--- src/rtl/mem_access_unit.sv ---
// Memory-stage load/store unit: one access per MEM instruction over a doubleword req/ack bus,
// stalling the pipeline until completion and returning aligned, extended load data.
module mem_access_unit #(
   parameter int ADDR_W = 64,
   parameter int DATA_W = 64
) (
   input  logic              clk,
   input  logic              rstn,
   input  logic              req_valid,
   input  logic              req_we,
   input  logic [2:0]        funct3,
   input  logic [ADDR_W-1:0] addr,
   input  logic [DATA_W-1:0] wdata,
   output logic              stall,
   output logic              mem_err,
   output logic [DATA_W-1:0] mem_data,
   output logic              bus_req,
   output logic              bus_we,
   output logic [ADDR_W-1:0] bus_addr,
   output logic [DATA_W-1:0] bus_wdata,
   output logic [7:0]        bus_wmask,
   input  logic              bus_ack,
   input  logic [DATA_W-1:0] bus_rdata,
   output logic [1:0]        debug_state
);

   typedef enum logic [1:0] {IDLE = 2'd0, WAIT = 2'd1, DONE = 2'd2} state_t;

   state_t            state;
   logic [2:0]        off;
   logic [2:0]        off_q;
   logic [2:0]        funct3_q;
   logic [2:0]        align_mask;
   logic [7:0]        size_mask;
   logic              bad;
   logic [DATA_W-1:0] shifted;
   logic [DATA_W-1:0] load_ext;

   always_comb begin
      off = addr[2:0];
      case (funct3[1:0])
         2'b00:   begin align_mask = 3'b000; size_mask = 8'h01; end
         2'b01:   begin align_mask = 3'b001; size_mask = 8'h03; end
         2'b10:   begin align_mask = 3'b011; size_mask = 8'h0F; end
         default: begin align_mask = 3'b111; size_mask = 8'hFF; end
      endcase
      // Unsigned sizes (1xx) have no store form; 111 is never legal.
      bad = (funct3 == 3'b111) | (req_we & funct3[2]) | ((off & align_mask) != 3'b000);
   end

   assign mem_err     = (state == IDLE) & req_valid & bad;
   assign stall       = ((state == IDLE) & req_valid & ~bad) | (state == WAIT);
   assign debug_state = state;

   always_comb begin
      shifted = bus_rdata >> {off_q, 3'b000};
      case (funct3_q)
         3'b000:  load_ext = {{(DATA_W-8){shifted[7]}}, shifted[7:0]};
         3'b001:  load_ext = {{(DATA_W-16){shifted[15]}}, shifted[15:0]};
         3'b010:  load_ext = {{(DATA_W-32){shifted[31]}}, shifted[31:0]};
         3'b100:  load_ext = {{(DATA_W-8){1'b0}}, shifted[7:0]};
         3'b101:  load_ext = {{(DATA_W-16){1'b0}}, shifted[15:0]};
         3'b110:  load_ext = {{(DATA_W-32){1'b0}}, shifted[31:0]};
         default: load_ext = shifted;
      endcase
   end

   always_ff @(posedge clk) begin
      if (!rstn) begin
         state     <= IDLE;
         bus_req   <= 1'b0;
         bus_we    <= 1'b0;
         bus_addr  <= '0;
         bus_wdata <= '0;
         bus_wmask <= 8'h00;
         mem_data  <= '0;
         off_q     <= 3'b000;
         funct3_q  <= 3'b000;
      end else begin
         case (state)
            IDLE: begin
               if (req_valid && !bad) begin
                  bus_addr  <= {addr[ADDR_W-1:3], 3'b000};
                  bus_we    <= req_we;
                  bus_wdata <= wdata << {off, 3'b000};
                  bus_wmask <= req_we ? (size_mask << off) : 8'h00;
                  off_q     <= off;
                  funct3_q  <= funct3;
                  bus_req   <= 1'b1;
                  state     <= WAIT;
               end
            end
            WAIT: begin
               // All bus outputs hold until the ack; only then is the request dropped.
               if (bus_ack) begin
                  bus_req <= 1'b0;
                  if (!bus_we) mem_data <= load_ext;
                  state <= DONE;
               end
            end
            default: begin
               state <= IDLE;
            end
         endcase
      end
   end

endmodule

--- config.mk ---
export PLATFORM = sky130hd
export DESIGN_NAME = mem_access_unit
export DESIGN_NICKNAME = d
export VERILOG_FILES = /design/src/rtl/mem_access_unit.sv
export SDC_FILE = /design/constraint.sdc
export NUM_CORES = 1
export LEC_CHECK = 0
export BUFFER_PORTS_ARGS = -buffer_cell sky130_fd_sc_hd__buf_4
export CAP_MARGIN = 20
export CORE_AREA = 2 2 159 161
export DETAILED_ROUTE_END_ITERATION = 10
export DIE_AREA = 0 0 161 163
export PLACE_DENSITY_LB_ADDON = 0.12
export SYNTH_ARGS = -nofsm -noshare
export SYNTH_HDL_FRONTEND = slang
export SYNTH_SLANG_ARGS = --single-unit
--- constraint.sdc ---
create_clock -name clk -period 2.7 [get_ports clk]
set_clock_uncertainty 0.15 [all_clocks]
set_input_delay 0.54 -clock clk [delete_from_list [all_inputs] [get_ports clk]]
set_output_delay 0.54 -clock clk [all_outputs]
set_load 0.01 [all_outputs]
==> reports/qor.yml <==
clocking:
  post_cts_buffers: 0
  cts_htree_levels: 1
  clkLatencyLatePin_ps: 510
  numCtsBuffers: 23
  cts.sinks: 207
  path_clk_slew_ps: 60
  root_buffer: "clkbuf_16"
  cts_tree: "done"
  post_cts_resized: 0
  cts-hold-fix-buffers: 0
  clockBufferDepth: 3
global_route:
  overflow: 0
  use_met3_pct: 6.88
  grt_pass1_wl_mm: 61.1
  antenna_found_initial: 2
  grt_pass1_vias: 10500
  grtUsageMet2_pct: 46.4
  top_usage_layer: "met2"
  grt_usage_pct: 29.4
  use_met1_pct: 38.3
  grt_max_degree: 77
power:
  power.total_mw: 7.98
  ir_drop_uv: 457
  leakagePower_nw: 6.25
  cellPowerDensity_nw_per_um2: 539
synth:
  ys_async_sr_fraction_pct: 0
  ys.flop_type: "dfxtp_1"
  ys_types: 52
  yosys_warnings: 0
  postSynthCellCount: 1318
  synth_edf_count: 0
  ys_ff_latch: 207
  avgSynthCellArea_um2: 8.10
  yosysSeqAreaShare_pct: 38.8
  netlist_area_um2: 10700
worst_setup_path:
  cp.arrival_ps: 1770
  slowest_stage: "a221oi_4"
  endpoint_kind: "output pin"
  path_class: "in2out"
  cpPeakStageDelay_ps: 350
  critPathTopFamily: "compound AO/OA/AOI/OAI gates"
  start_kind: "input pin"
  path_common_cell: "buf_4"
  crit_path_cell_trace: "buf_4, a21o_1, a221oi_4, nand3_4, buf_12, nand2_1, buf_4"
  required_ps: 2010
  crit_buf_inv: 3
  cp_max_fo: 27
placement:
  port_buffers: 402
  gp_congestion: 0.952
  pre_cts_slack_ps: 39.0
  detailedPlacementHpwl_mm: 29.8
detailed_routing:
  drt-total-wl_mm: 40.6
  vias: 11300
  ant_nets: 0
  firstDrtPassIters: 5
  wl_per_cell_um: 20.1
  route.detailed.drc: 0
  dr.first_iter.drc_count: 979
  routed_via_density: 5.59
floorplanning:
  initial_core_util_pct: 43.3
  io_pins: 406
  core_area_um2: 24700
  die_h_um: 163
  dieArea_um2: 26200
  die_width_um: 161
  row_count: 58
cells_and_area:
  nNetsFinal: 1868
  area_growth_pct: 38.8
  layout-drive-gt1-share_pct: 34.5
  postLayoutCoreUtil_pct: 60.1
sta:
  worst_pin_slew_ps: 1040
  setup_tns_ps: 0
  rsz0062_at_grt: "false"
  hold_slack_ps: 124
  layout_setup_ws_ps: 245
  final-setup-viol-count: 0
  period_needed_ps: 2460
  final-hold-violation-count: 0
  relSlewSlack_pct: 30.3
  finalMaxSlewViolations: 0
  fin_crit_sh_pct: 90.9
  max_freq_ghz: 0.407
min_path:
  min_path_type: "in2reg"
status:
  status: "complete, no violations"
job:
  maxCapViolations: 0
## worst paths after layout
path                            cells past startpoint    startpoint  slack [ps]           end
worst min-delay path                                3      addr[48]         120  bus_addr[48]
worst min register to register                      2  bus_wmask[4]         300  bus_wmask[4]
worst max-delay path                                7     funct3[1]         240         stall
worst max register to register                      6      off_q[2]         310  mem_data[41]
## layout make-up
class	count	area (um2)
fillers	2329	9860
multi-input cells	979	5970
flip-flops and latches	207	4150
repair buffers	448	3490
clock buffers	32	669
well taps	330	413
clock inverters	7	88.8
inverters	9	36.3
diodes	1	2.50
## power by group
part | internal, mW | switching [mW] | total, mW
registers | 3.18 | 0.0866 | 3.27
logic | 0.716 | 0.809 | 1.52
clock network | 1.91 | 1.28 | 3.19
## placed cells by master (no fill, tap or decap), drive strengths merged, types with 12 or more instances in the layout
cell    Yosys  final
buf        55    448
nand2     265    265
dfxtp     207    207
a21oi     186    186
nor2      108    108
o21ai      77     77
mux2       51     51
mux2i      48     48
clkbuf     70     32
mux4       28     28
nor3       28     28
a211oi     26     26
nand3      24     24
or3        18     18
a22oi      14     14
o211ai     12     12
## synthesized netlist by cell type (all sizes together) (24+ instances only)
cell type / count / share of area (%)
a211oi: 26 / 1.8
a21oi: 186 / 8.7
buf: 55 / 2.7
clkbuf: 70 / 2.5
dfxtp: 207 / 39
mux2: 51 / 5.4
mux2i: 48 / 4.5
mux4: 28 / 5.9
nand2: 265 / 9.3
nand3: 24 / 1.2
nor2: 108 / 3.8
nor3: 28 / 1.4
o21ai: 77 / 3.6
## through the flow
step / cells / cell area [um2]
after floorplan: 1320 / 10700
after global placement: 1972 / 14000
after detailed placement: 1972 / 14000
after CTS: 2011 / 14800
after global routing: 2013 / 14800
final: 2013 / 14800
## sequential cells by signal, indices dropped and copies added (netlist names)
register	count
mem_data	64
bus_wdata	64
off_q	3
funct3_q	3
bus_addr	61
debug_state	2
bus_we	1
bus_req	1
bus_wmask	8
## metal layers
metal	share of wire, %	vias up
li1	-	5342
met1	41	5234
met2	46	588
met3	9.3	88
met4	4.4	2
met5	0.032	-
## kinds of logic after synthesis
logic type | count (synthesis) | share of synthesized area, %
buffers and inverters | 134 | 5.52
AND/OR/NAND/NOR | 481 | 19.1
flip-flops | 207 | 38.8
AO/OA/AOI/OAI | 368 | 20.7
multiplexers | 127 | 15.8
other | 1 | 0.0351
## tightest hold or removal path: cells and delay by family
kind / cells / cell delay (ps)
compound gates: 1 / 50
simple gates: 1 / 40
buf+inv: 1 / 110
Note: power is estimated with default switching activity, not from simulation.
